**config.mk**
```make
export PLATFORM = sky130hd
export DESIGN_NAME = instr_fetch
export DESIGN_NICKNAME = d
export VERILOG_FILES = /design/src/rtl/instr_fetch.sv
export SDC_FILE = /design/constraint.sdc
export NUM_CORES = 1
export LEC_CHECK = 0
export ABC_AREA = 1
export ABC_CLOCK_PERIOD_IN_PS = 2800
export BUFFER_PORTS_ARGS = -buffer_cell sky130_fd_sc_hd__clkbuf_2
export CAP_MARGIN = 20
export CORE_MARGIN = 3
export CORE_UTILIZATION = 50
export DETAILED_ROUTE_END_ITERATION = 16
export HOLD_SLACK_MARGIN = 0.12
export PLACE_DENSITY_LB_ADDON = 0.3
export SLEW_MARGIN = 40
export SYNTH_ARGS = -nofsm -noshare
export SYNTH_HDL_FRONTEND = slang
export SYNTH_SLANG_ARGS = --single-unit
```
**constraint.sdc**
```tcl
create_clock -name clock -period 2.8 [get_ports clock]
set_input_delay 0.28 -clock clock [delete_from_list [all_inputs] [get_ports clock]]
set_output_delay 0.28 -clock clock [all_outputs]
set_load 0.05 [all_outputs]
```
**src/rtl/instr_fetch.sv**
```systemverilog
// Instruction fetch/prefetch stage: walks a PC range, reads a 1-cycle
// synchronous instruction memory and buffers words for the datapath.
module instr_fetch #(
  parameter int ADDR_W = 8,
  parameter int DEPTH  = 4
) (
  input  logic              clock,
  input  logic              resetn,
  input  logic              load,
  input  logic [ADDR_W-1:0] start_addr,
  input  logic [ADDR_W-1:0] end_addr,
  output logic              imem_rd,
  output logic [ADDR_W-1:0] imem_addr,
  input  logic [17:0]       imem_rdata,
  output logic [17:0]       instruct,
  output logic [ADDR_W-1:0] instr_pc,
  output logic              instr_valid,
  input  logic              instr_ready,
  output logic              busy,
  output logic              done
);

  localparam int PW = $clog2(DEPTH);
  localparam int CW = PW + 1;

  typedef enum logic [1:0] {
    IDLE,
    FETCH,
    DRAIN,
    DONE
  } state_t;

  typedef struct packed {
    logic [ADDR_W-1:0] pc;
    logic [17:0]       word;
  } entry_t;

  state_t            state;
  state_t            stateNext;
  logic [ADDR_W-1:0] pc;
  logic [ADDR_W-1:0] endAddr;
  logic [ADDR_W-1:0] inflightAddr;
  logic              inflight;
  logic [PW-1:0]     wrPtr;
  logic [PW-1:0]     rdPtr;
  logic [CW-1:0]     count;
  logic [CW:0]       occ;
  logic              rdEn;
  logic              capture;
  logic              pop;
  entry_t            mem [DEPTH];

  // Reserve a slot for every outstanding read so capture never overflows
  assign occ = {1'b0, count} + {{CW{1'b0}}, inflight};

  always_comb begin
    rdEn    = (state == FETCH) && !load && (occ < (CW+1)'(DEPTH));
    capture = inflight && !load;
    pop     = instr_valid && instr_ready && !load;
  end

  always_comb begin
    stateNext = state;
    unique case (state)
      IDLE: begin
        if (load) stateNext = FETCH;
      end
      FETCH: begin
        if (load) stateNext = FETCH;
        else if (rdEn && pc == endAddr) stateNext = DRAIN;
      end
      DRAIN: begin
        if (load) stateNext = FETCH;
        else if (!inflight && count == '0) stateNext = DONE;
      end
      DONE: begin
        if (load) stateNext = FETCH;
      end
      default: stateNext = IDLE;
    endcase
  end

  always_ff @(posedge clock or negedge resetn) begin
    if (!resetn) begin
      state        <= IDLE;
      pc           <= '0;
      endAddr      <= '0;
      inflight     <= 1'b0;
      inflightAddr <= '0;
      wrPtr        <= '0;
      rdPtr        <= '0;
      count        <= '0;
    end else begin
      state    <= stateNext;
      inflight <= rdEn;
      if (rdEn) inflightAddr <= pc;
      if (load) begin
        pc      <= start_addr;
        endAddr <= end_addr;
        wrPtr   <= '0;
        rdPtr   <= '0;
        count   <= '0;
      end else begin
        if (rdEn)    pc    <= pc + 1'b1;
        if (capture) wrPtr <= wrPtr + 1'b1;
        if (pop)     rdPtr <= rdPtr + 1'b1;
        unique case ({capture, pop})
          2'b10:   count <= count + 1'b1;
          2'b01:   count <= count - 1'b1;
          default: count <= count;
        endcase
      end
    end
  end

  always_ff @(posedge clock) begin
    if (capture) mem[wrPtr] <= '{pc: inflightAddr, word: imem_rdata};
  end

  always_comb begin
    instr_valid = (count != '0);
    instruct    = instr_valid ? mem[rdPtr].word : '0;
    instr_pc    = instr_valid ? mem[rdPtr].pc : '0;
    imem_rd     = rdEn;
    imem_addr   = rdEn ? pc : '0;
    busy        = (state == FETCH) || (state == DRAIN);
    done        = (state == DONE);
  end

  captureNotFull: assert property (
    @(posedge clock) disable iff (!resetn)
    !(capture && count == CW'(DEPTH))
  );

endmodule

```
Word level (Yosys, flattened, before mapping):

Memories as Yosys holds them, arrays and structs flattened.
Index checks and enable logic that the tools add are counted.

* memories kept: 1
* latch bits: 0
* bits in read-only memories: 0
* input port bits: 38
* word-level logic and storage cells: 63
* flip-flop bits (word level): 34
* memory bits (writable): 104

Memories
* mem: words 4, width 26, read ports 1, clocked after memory_dff 0, write ports 1, line 51 `entry_t mem [DEPTH];`

* reductions and logical operators: 19
* multiply operators: 0
* shift-type cells: 0
* divide/modulo/power cells: 0
* bitwise logic cells: 0
* magnitude comparators: 1
* muxes and demuxes: 19
* equal/unequal tests: 9
* add/sub/neg operators: 6

Operator list (number)
* $mux 8: 4
* $mux 18: 1
* $mux 2: 9
* $add 8x1->8 const B: 1
* $eq 8x8->1: 1
* $logic_and 1x1->1: 7
* $eq 2x2->1 const B: 3
* $pmux 2 s3: 1
* $pmux 3 s2: 1
* $reduce_bool 2->1: 3
* $reduce_bool 3->1: 2
* $add 2x1->2 const B: 2
* $add 3x1->4: 1
* $eq 2x1->1 const B: 2
* $lt 4x3->1 const B: 1
* $add 3x1->3 const B: 1
* $logic_not 3->1: 1
* $mux 3: 1
* $ne 3x2->1 const B: 1
* $ne 3x3->1 const B: 1
* $reduce_and 3->1: 1
* $sub 3x1->3 const B: 1
* $logic_not 1->1: 2
* $logic_not 2->1: 1
* 4 further kinds: 5

Depth between registers and ports, before layout:

Gate-level depths: netlist of run 1.

* depth in word-level cells: 7
* depth in mapped cells: 10
* mapped depth without buffers: 10

Worst setup path after synthesis of run 1:

OpenSTA, ideal clock, no wires.

* path kind: input port to flip-flop
* from: in load
* to: mem mem[0][0] in the netlist's numbering (enable)
* cell stages on the path: 4
* setup slack: 549 ps
* arrival: 1843 ps
* required time: 2391 ps
* cells stage by stage: buf_2 -> nor2_1 -> inv_1 -> nor2_1

* cells in the longest elaborated chain, start to end: 4

Ends and longest elaborated chain
* from (decl): line 9 `input logic load,`
* $logic_not 1->1: line 58 `capture = inflight && !load;`
* $logic_and 1x1->1: line 58
* $mux 1: line 117 `if (capture) mem[wrPtr] <= '{pc: inflightAddr, word: imem_rdata};`
* $mux 1 (implied by the code): line 117
* to (decl): line 51

No other way between the ends.

Final worst setup path of run 1:

* from: reg rdPtr[1]
* to: out instruct[6]

* cells in the longest elaborated chain, start to end: 2

Ends and longest elaborated chain
* from (decl): line 45 `logic [PW-1:0] rdPtr;`
* from (signal assigned): line 106 `if (pop) rdPtr <= rdPtr + 1'b1;`
* $mem_v2 4x26
* $mux 18: line 122 `instruct = instr_valid ? mem[rdPtr].word : '0;`
* to (decl): line 15 `output logic [17:0] instruct,`

No other way between the ends.

==> results of run 1 <==
path summary, 6_finish.rpt:
kind                              from          end
setup / recovery              rdPtr[1]  instruct[6]
hold / removal             instr_ready     rdPtr[0]
setup reg to reg              count[0]     count[2]
hold reg to reg             endAddr[6]   endAddr[6]
max in group asynchronous       resetn     rdPtr[0]
min in group asynchronous       resetn   endAddr[0]
power groups by stage:
stage | combinational (mW) | clock [mW] | sequential, mW
finish | 1.60 | 2.31 | 2.66
global route | 1.76 | 2.41 | 2.69
CTS | 1.61 | 2.34 | 2.66
detailed placement | 1.56 | 0 | 2.69
global placement | 1.53 | 0 | 2.68
floorplan | 1.14 | 0 | 2.64
critical path, stage by stage (launching register included):
cell	delay (ps)
dfrtp_1	330
buf_4	320
inv_2	300
nor2_1	170
o21ai_0	120
a21oi_1	170
clkbuf_2	300
logic make-up after synthesis:
| family | Yosys count | synth area share [%] |
|---|---|---|
| xor gates and xnor gates | 7 | 1.040 |
| adders and majority gates | 10 | 2.250 |
| buffers and inverters | 60 | 4.244 |
| DFF | 138 | 67.40 |
| and+or+nand+nor | 218 | 14.92 |
| AOI/OAI and AO/OA | 112 | 10.14 |
flip-flops by register name (all words and copies together), names as in the netlist:
signal and flops:
mem 104, endAddr 8, inflightAddr 8, pc 8, count 3, rdPtr 2
state 2, wrPtr 2, inflight 1
cell type report:
class	count	area [sq um]
timing repair buffer	119	928.4
sequential	138	3975
multi-input combinational	347	1688
tap	143	178.9
clock buffer	17	425.4
inverter	37	141.4
fill	860	3943
clock inverter	15	187.7
timing repair:
action | CTS | global route
hold buffers | 35 | 0
endpoints found under the setup margin | 0 | 0
endpoints found under the hold margin | 122 | 0
cell usage after synthesis:
master and n:
o31ai_1 1, nor2_8 1, dfrtp_1 34, xnor2_1 1
o21ai_1 7, clkbuf_1 2, fa_1 1, nand2_1 78
nor2_4 1, edfxtp_1 104, o221ai_1 4, buf_2 15
inv_4 1, o21ai_0 66, ha_1 9, a21oi_1 28
o21a_1 1, inv_1 29, nand3_4 1, nor2_2 1
xor2_1 6, nor3_2 1, o21bai_2 1, buf_1 3
nand3_1 7, o211ai_1 3, nor2_1 127, inv_2 7
a21oi_2 1, clkbuf_2 3, nand3_2 1
routing by layer:
| metal | routed length (microns) | share of wire, % | GRT usage (%) | vias up |
|---|---|---|---|---|
| li1 | - | - | - | 2076 |
| met1 | 5322 | 43 | 24.95 | 2012 |
| met2 | 6216 | 50 | 34.38 | 124 |
| met3 | 668 | 5.4 | 4.387 | 16 |
| met4 | 183 | 1.5 | 6.888 | 0 |
| met5 | 0 | 0 | 0 | - |
per-stage QoR:
| stage | worst slack, ps | area (sq um) | hold slack (ps) | utilization [%] | instances |
|---|---|---|---|---|---|
| 6_report | 385.0 | 7525 | 249.5 | 65.62 | 816 |
| 5_1_grt | 195.0 | 7525 | 263.6 | 65.62 | 816 |
| 4_1_cts | 360.2 | 7525 | 238.2 | 65.62 | 816 |
| 3_5_place_dp | 753.4 | 6561 | 289.5 | 57.22 | 749 |
| 3_3_place_gp | 815.6 | 6559 | 426.7 | 57.20 | 749 |
| 2_1_floorplan | 548.6 | 5896 | -15.59 | - | 545 |
==> results.sh, run 1 <==
export IMPL_p_seq_share_pct=40.5
export IMPL_grt_start_max_net_pins=54
export IMPL_drt_iter0_drc=251
export IMPL_htreeDepth=4
export IMPL_cap_violations=0
export IMPL_die_area_sq_um=13130
export IMPL_dp_hpwl_microns=7217
export IMPL_fin_crit_ps=2415
export IMPL_rows=39
export IMPL_die_x_microns=114.6
export IMPL_p_leak_nw=3.091
export IMPL_synth_cell_types=31
export IMPL_yosysWarnings=0
export IMPL_root_buffer="clkbuf_16"
export IMPL_io_buffers=75
export IMPL_synth_area_sq_um=5896
export IMPL_start_util_pct=51.41
export IMPL_ff2ff_path_depth=9
export IMPL_ys_ff_latch=138
export IMPL_nNetsFinal=708
export IMPL_crit_required_ps=2520
export IMPL_pwr_density_cell_nw_per_um2=872.7
export IMPL_cts_sinks=138
export IMPL_max_freq_mhz=414.1
export IMPL_cts_made_buffers=17
export IMPL_setup_tns_ps=0
export IMPL_ctsResizeCount=0
export IMPL_grt_pass1_wl_microns=20460
export IMPL_rrSetupSlack_ps=910
export IMPL_grt_usage_pct=19.98
export IMPL_num_vias=4228
export IMPL_slew_viol_final=0
export IMPL_switchingPower_mw=2.181
export IMPL_coreArea_sq_um=11470
export IMPL_drcViolationCount=0
export IMPL_postRouteAntennaNets=0
export IMPL_worst_ir_drop_vdd_uv=701.2
export IMPL_boundaryPins=76
export IMPL_postCtsSetupRepairBufs=0
export IMPL_drive_gt1_share_pct=20.36
export IMPL_synth_top_cell_by_area="edfxtp_1"
export IMPL_cts_tree="built"
export IMPL_synth_seq_area_share_pct=67.40
export IMPL_synth_top_area_share_pct=52.97
export IMPL_p_clk_share_pct=35.1
export IMPL_synth_nets=593
export IMPL_p_total_mw=6.567
export IMPL_setup_viol=0
export IMPL_antenna_found_initial=0
export IMPL_synth_area_top_cells="edfxtp_1 53%, dfrtp_1 14%, nor2_1 8.1%"
export IMPL_hold_path_depth=3
export IMPL_period_share_pct=86.25
export IMPL_gp_congestion=0.8366
export IMPL_rsz0062_at_grt="false"
export IMPL_post_drt_wl_per_cell_microns=15.18
export IMPL_clk_latency_ps=420
export IMPL_viasPerCell=5.181
export IMPL_p_comb_share_pct=24.4
export IMPL_p_int_mw=4.386
export IMPL_switching_share_pct=33.21
export IMPL_path_class="flip-flop to output port"
export IMPL_relSlewSlack_pct=61.94
export IMPL_arrival_ps=2140
export IMPL_die_y_microns=114.6
export IMPL_worst_pin_slew_ps=570.9
export IMPL_grt_overflow=0
export IMPL_worstSetupStartpointType="flip-flop"
export IMPL_syn_inst=545
export IMPL_hp_class="input pin to flip-flop"
export IMPL_crit_fanout=28
export IMPL_grt_pass1_vias=4275
export IMPL_final_cell_mix="123 x nor2_1, 104 x edfxtp_1, 78 x nand2_1"
export IMPL_synth_area_per_cell_sq_um=10.82
export IMPL_firstDrtPassIters=5
export IMPL_worst_setup_path_end_kind="output port"
export IMPL_final_common_cell="nor2_1"
export IMPL_diodes=0
export IMPL_path_clk_slew_ps=60
export IMPL_fin_skew_ps=11.88
export IMPL_clock_path_buffers=2
export IMPL_detail_route_wirelength_microns=12390
export IMPL_status="completed"
export IMPL_area_growth_pct=27.63
export IMPL_final_hold_viol_count=0
Power figures use the tool's default switching activity.
==> inputs of run 2 (changes only) <==
--- a/config.mk
+++ b/config.mk
@@ -9,8 +9,10 @@
 export ABC_CLOCK_PERIOD_IN_PS = 2800
 export BUFFER_PORTS_ARGS = -buffer_cell sky130_fd_sc_hd__clkbuf_2
 export CAP_MARGIN = 20
+export CELL_PAD_IN_SITES_DETAIL_PLACEMENT = 0
+export CELL_PAD_IN_SITES_GLOBAL_PLACEMENT = 2
 export CORE_MARGIN = 3
-export CORE_UTILIZATION = 50
+export CORE_UTILIZATION = 37
 export DETAILED_ROUTE_END_ITERATION = 16
 export HOLD_SLACK_MARGIN = 0.12
 export PLACE_DENSITY_LB_ADDON = 0.3
==> run 2 against run 1 <==
Compared with the run above: sequential power hardly changed; hold slack worse by 25 ps; clock skew is 6.0 ps lower; first-iteration DRC count is 3.2% lower; via count is 2.8% lower; register-to-register slack hardly changed; clock-buffer cell count is 2 higher.
==> results.sh, run 2 (synthesis results as in run 1) <==
export IMPL_cp_depth=5
export IMPL_cap_violations=0
export IMPL_r2r_start="count[0]"
export IMPL_detail_route_wirelength_microns=12870
export IMPL_period_share_pct=88.66
export IMPL_grt_start_max_net_pins=35
export IMPL_worst_ir_drop_vdd_uv=503.9
export IMPL_area_growth_pct=28.40
export IMPL_start_util_pct=38.36
export IMPL_dp_cells=820
export IMPL_grt_usage_pct=15.33
export IMPL_crit_path_end="instruct[11]"
export IMPL_cts_tree="built"
export IMPL_p_int_mw=4.180
export IMPL_rsz0062_at_grt="false"
export IMPL_die_area_sq_um=17480
export IMPL_p_leak_nw=3.055
export IMPL_slew_viol_final=0
export IMPL_setup_tns_ps=0
export IMPL_switching_share_pct=33.09
export IMPL_grt_pass1_wl_microns=21220
export IMPL_worst_setup_path_end_kind="output port"
export IMPL_io_buffers=75
export IMPL_switchingPower_mw=2.067
export IMPL_crit_required_ps=2520
export IMPL_ctsResizeCount=0
export IMPL_finalNonFillerCells=887
export IMPL_fin_skew_ps=5.905
export IMPL_timing_rr_end="count[2]"
export IMPL_final_hold_viol_count=0
export IMPL_fin_crit_ps=2482
export IMPL_drt_iter0_drc=243
export IMPL_boundaryPins=76
export IMPL_gp_congestion=0.7187
export IMPL_clk_latency_ps=410
export IMPL_path_class="flip-flop to output port"
export IMPL_worst_pin_slew_ps=598.1
export IMPL_p_clk_share_pct=31.3
export IMPL_clock_path_buffers=2
export IMPL_drive_gt1_share_pct=19.23
export IMPL_path_buf_inv=2
export IMPL_rows=45
export IMPL_hp_class="input pin to flip-flop"
export IMPL_path_cells="inv_2 > nor2_1 > o21ai_0 > a21oi_1 > clkbuf_2"
export IMPL_path_clk_slew_ps=50
export IMPL_status="completed"
export IMPL_crit_family="buffers and inverters"
export IMPL_largest_reg_flops=104
export IMPL_drcViolationCount=0
export IMPL_fillerInstances=1402
export IMPL_arrival_ps=2200
export IMPL_htreeDepth=4
export IMPL_worstSetupStartpointType="flip-flop"
export IMPL_grt_pass1_vias=4046
export IMPL_num_vias=4109
export IMPL_cpMaxStageDelayCell="dfrtp_1"
export IMPL_critPathLaunch="rdPtr[1]"
export IMPL_root_buffer="clkbuf_16"
export IMPL_ff2ff_path_depth=9
export IMPL_cts_sinks=138
export IMPL_max_freq_mhz=402.8
export IMPL_viasPerCell=4.632
export IMPL_setup_viol=0
export IMPL_post_drt_wl_per_cell_microns=14.50
export IMPL_diodes=0
export IMPL_antenna_found_initial=0
export IMPL_cts_made_buffers=17
export IMPL_p_comb_share_pct=26.0
export IMPL_postCtsSetupRepairBufs=0
export IMPL_grt_overflow=0
export IMPL_fin_util_pct=49.25
export IMPL_regArea_sq_um=3975
export IMPL_rrSetupSlack_ps=910
export IMPL_p_total_mw=6.247
export IMPL_cpPeakStageDelay_ps=620
export IMPL_final_cell_mix="123 x nor2_1, 104 x edfxtp_1, 78 x nand2_1"
export IMPL_crit_fanout=28
export IMPL_die_x_microns=132.2
export IMPL_hold_path_depth=3
export IMPL_coreArea_sq_um=15370
export IMPL_p_seq_share_pct=42.7
export IMPL_die_y_microns=132.2
export IMPL_postCtsHoldBufs=35
export IMPL_nNetsFinal=711
export IMPL_final_common_cell="nor2_1"
export IMPL_relSlewSlack_pct=60.07
export IMPL_firstDrtPassIters=4
export IMPL_dp_hpwl_microns=8312
export IMPL_pwr_density_cell_nw_per_um2=825.3
export IMPL_postRouteAntennaNets=0
export IMPL_multi_input_area_sq_um=1688
export IMPL_regMostFlops="mem"
-- run 2: cell count changes in the layout (fill, tap and decap cells not counted), moves of 3 or more --
cell      previous run  this run
inv_6                4         0
clkinv_1             0         8
clkbuf_2            66        63
buf_4                8        12
-- run 2: cell type report --
class	count	area share (%)
repair buffers	122	12.99
flip-flops and latches	138	52.51
multi-input cells	347	22.30
clock inverters	13	1.124
inverters	37	1.868
clock buffers	19	5.719
well taps	211	3.488
-- run 2: how the worst min path moves through the flow --
stage / from / endpoint
finish: instr_ready / rdPtr[0]
detailed placement: resetn / state[1]
global route: instr_ready / rdPtr[0]
floorplan: resetn / count[0]
CTS: instr_ready / rdPtr[0]
global placement: resetn / state[1]
-- run 2: power groups by stage --
stage	sequential (mW)	clock (mW)	combinational [mW]
6_report	2.67	1.95	1.62
5_1_grt	2.70	2.10	1.79
4_1_cts	2.67	2.00	1.65
3_5_place_dp	2.71	0	1.61
3_3_place_gp	2.70	0	1.60
2_1_floorplan	2.64	0	1.14
-- run 2: metrics by stage --
stage / worst slack [ps] / cell area, sq um / hold slack [ps]
floorplan: 548.6 / 5896 / -15.59
global placement: 675.2 / 6699 / 470.0
detailed placement: 636.5 / 6701 / 312.6
CTS: 234.7 / 7570 / 214.1
global route: 124.4 / 7570 / 238.4
finish: 317.5 / 7570 / 224.1
-- run 2: worst min-delay path: cells and delay by family --
kind	cells	cell delay (ps)
and+or+nand+nor	1	150
AOI/OAI and AO/OA	1	90
buffers and inverters	1	80
-- run 2: metal layers --
layer	vias up	wire (microns)	global-route usage [%]
met2	105	5960	24.37
met3	11	620	3.855
li1	2073	-	-
met1	1920	6149	20.54
met5	-	0	0
met4	0	134	5.485
==> inputs of run 3 (changes only) <==
--- a/config.mk
+++ b/config.mk
@@ -5,14 +5,13 @@
 export SDC_FILE = /design/constraint.sdc
 export NUM_CORES = 1
 export LEC_CHECK = 0
-export ABC_AREA = 1
 export ABC_CLOCK_PERIOD_IN_PS = 2800
 export BUFFER_PORTS_ARGS = -buffer_cell sky130_fd_sc_hd__clkbuf_2
 export CAP_MARGIN = 20
 export CELL_PAD_IN_SITES_DETAIL_PLACEMENT = 0
 export CELL_PAD_IN_SITES_GLOBAL_PLACEMENT = 2
 export CORE_MARGIN = 3
-export CORE_UTILIZATION = 37
+export CORE_UTILIZATION = 42
 export DETAILED_ROUTE_END_ITERATION = 16
 export HOLD_SLACK_MARGIN = 0.12
 export PLACE_DENSITY_LB_ADDON = 0.3
==> run 3 against run 2 <==
Compared with the run above: utilization increased by 5.7 points; hold slack got worse by 68 ps; sequential power increased by 9.4%; register-to-register slack got worse by 250 ps; first-iteration DRC count decreased by 27%; wire length decreased by 15%; clock power increased by 12%; largest cell class unchanged; sequential cell count unchanged; clock-buffer cell count decreased by 1; via count decreased by 21%; sequential share of layout area increased by 1.9 points.
==> results.sh, run 3 <==
export IMPL_synth_edf_count=104
export IMPL_synthMuxAreaShare_pct=12.51
export IMPL_postCtsHoldBufs=34
export IMPL_hp_class="input pin to flip-flop"
export IMPL_largest_reg_flops=104
export IMPL_synth_top_family_by_area="multiplexers"
export IMPL_worstSetupStartpointType="flip-flop"
export IMPL_final_area_sq_um=7301
export IMPL_diodes=0
export IMPL_syn_inst=337
export IMPL_synth_most_common_cell="edfxtp_1"
export IMPL_final_cell_mix="104 x edfxtp_1, 74 x clkbuf_2, 36 x and2_1"
export IMPL_ctsResizeCount=0
export IMPL_worst_setup_path_end_kind="output port"
export IMPL_dp_slack_ps=678.5
export IMPL_worst_ir_drop_vdd_uv=509.2
export IMPL_cts_sinks=138
export IMPL_clk_latency_ps=410
export IMPL_fin_skew_ps=5.938
export IMPL_p_total_mw=8.315
export IMPL_gp_congestion=0.7158
export IMPL_firstDrtPassIters=4
export IMPL_setup_tns_ps=0
export IMPL_dp_hpwl_microns=7118
export IMPL_slew_viol_final=0
export IMPL_crit_fanout=19
export IMPL_synth_compound_area_share_pct=3.760
export IMPL_path_class="flip-flop to output port"
export IMPL_finalWorstSetupSlack_ps=252.8
export IMPL_rows=42
export IMPL_boundaryPins=76
export IMPL_path_clk_slew_ps=60
export IMPL_detail_route_wirelength_microns=10960
export IMPL_synth_area_sq_um=5723
export IMPL_postRouteAntennaNets=0
export IMPL_synth_area_top_cells="edfxtp_1 55%, dfrtp_1 15%, mux4_2 10%"
export IMPL_synth_top_cell_by_area="edfxtp_1"
export IMPL_drcViolationCount=0
export IMPL_coreArea_sq_um=13300
export IMPL_status="completed"
export IMPL_regMostFlops="mem"
export IMPL_num_vias=3240
export IMPL_antenna_found_initial=0
export IMPL_ys_ff_latch=138
export IMPL_synth_seq_area_share_pct=69.44
export IMPL_place_area_sq_um=6376
export IMPL_start_util_pct=43.05
export IMPL_io_buffers=75
export IMPL_period_share_pct=90.97
export IMPL_pwr_density_cell_nw_per_um2=1139
export IMPL_grt_overflow=0
export IMPL_rsz0062_at_grt="false"
export IMPL_grt_pass1_wl_microns=18090
export IMPL_synth_ff_type="edfxtp_1"
export IMPL_arrival_ps=2270
export IMPL_grt_pass1_vias=3462
export IMPL_synth_common_cells="104 x edfxtp_1, 36 x and2_1, 34 x dfrtp_1"
export IMPL_fillerInstances=1102
export IMPL_setup_viol=0
export IMPL_clock_path_buffers=2
export IMPL_synthXorXnorAreaFrac_pct=2.296
export IMPL_die_x_microns=122.7
export IMPL_worst_pin_slew_ps=545.8
export IMPL_cap_violations=0
export IMPL_die_area_sq_um=15060
export IMPL_yosysWarnings=0
export IMPL_relSlewSlack_pct=63.39
export IMPL_synth_nets=385
export IMPL_p_leak_nw=2.824
export IMPL_grt_start_max_net_pins=35
export IMPL_grt_usage_pct=16.18
export IMPL_viasPerCell=4.977
export IMPL_die_y_microns=122.7
export IMPL_nNetsFinal=510
export IMPL_synth_cell_types=39
export IMPL_synth_top_area_share_pct=54.57
export IMPL_cts_tree="built"
export IMPL_final_hold_viol_count=0
export IMPL_post_drt_wl_per_cell_microns=16.84
export IMPL_postCtsSetupRepairBufs=0
export IMPL_root_buffer="clkbuf_16"
export IMPL_drt_iter0_drc=177
export IMPL_area_growth_pct=27.57
export IMPL_async_reset_ff_share_pct=24.64
export IMPL_synth_area_per_cell_sq_um=16.98
export IMPL_crit_required_ps=2520
export IMPL_max_freq_mhz=392.6
export IMPL_fin_crit_ps=2547
export IMPL_synthSimpleGateAreaFrac_pct=7.827
export IMPL_drive_gt1_share_pct=32.84
export IMPL_synth_adder_area_share_pct=2.317
export IMPL_htreeDepth=4
export IMPL_cts_made_buffers=17
export IMPL_final_common_cell="edfxtp_1"
[run 3: cell types whose count changed in the layout (fill, tap and decap cells not counted), sizes merged, moves of 6 or more]
cell    before  now
o21ai       73    5
mux2         0    8
mux4         0   26
clkbuf      83   93
a21o         0   10
xnor2        1    7
a21oi       29    3
and2         0   36
inv         37    7
buf         23   14
nand2       78   11
nor2       130   13
[run 3: per-stage QoR]
step | util (%) | std cells | hold slack [ps]
5_1_grt | 54.91 | 651 | 142.3
6_report | 54.91 | 651 | 156.2
2_1_floorplan | - | 337 | -15.59
3_5_place_dp | 47.96 | 585 | 296.1
3_3_place_gp | 47.94 | 585 | 445.6
4_1_cts | 54.91 | 651 | 127.0
[run 3: worst max-delay path, cell delays in order (launching register included)]
cell and delay (ps):
dfrtp_1 390, inv_1 70, ha_1 240, nand3_2 90
clkinv_1 440, and2_1 390, clkbuf_2 240
[run 3: worst paths after layout]
kind | startpoint | to | slack (ps) | cells after the start
max reg2reg | state[1] | pc[2] | 660 | 7
max | state[1] | imem_addr[1] | 250 | 6
min | start_addr[3] | pc[3] | 160 | 2
min reg2reg | inflightAddr[1] | mem[0][19] | 520 | 0
min in group asynchronous | resetn | endAddr[0] | 380 | 2
max in group asynchronous | resetn | rdPtr[0] | 2040 | 2
[run 3: layout make-up]
cell class / count / area [sq um] / share of cell area (%)
repair buffers: 123 / 848.3 / 11.62
inverters: 8 / 30.03 / 0.4113
clock inverters: 14 / 155.1 / 2.125
multi-input cells: 174 / 1643 / 22.50
clock buffers: 18 / 429.2 / 5.878
well taps: 176 / 220.2 / 3.016
flip-flops and latches: 138 / 3975 / 54.45
[run 3: metal layers]
metal | routed length, microns | global-route usage, %
met1 | 4892 | 21.11
met2 | 5475 | 26.10
met3 | 442 | 4.194
met4 | 150 | 6.228
met5 | 0 | 0
[run 3: cells by family after synthesis]
logic type                 Yosys count
and+or+nand+nor                     82
AOI/OAI and AO/OA                   29
buffers and inverters               25
xor gates and xnor gates            15
adders and majority gates           10
muxes                               38
DFF                                138
[run 3: power by group]
part / internal [mW] / leakage [nW] / switching (mW)
sequential: 2.62 / 1.36 / 0.301
combinational: 1.08 / 1.18 / 2.13
clock: 1.39 / 0.283 / 0.805
total: 5.08 / 2.82 / 3.23
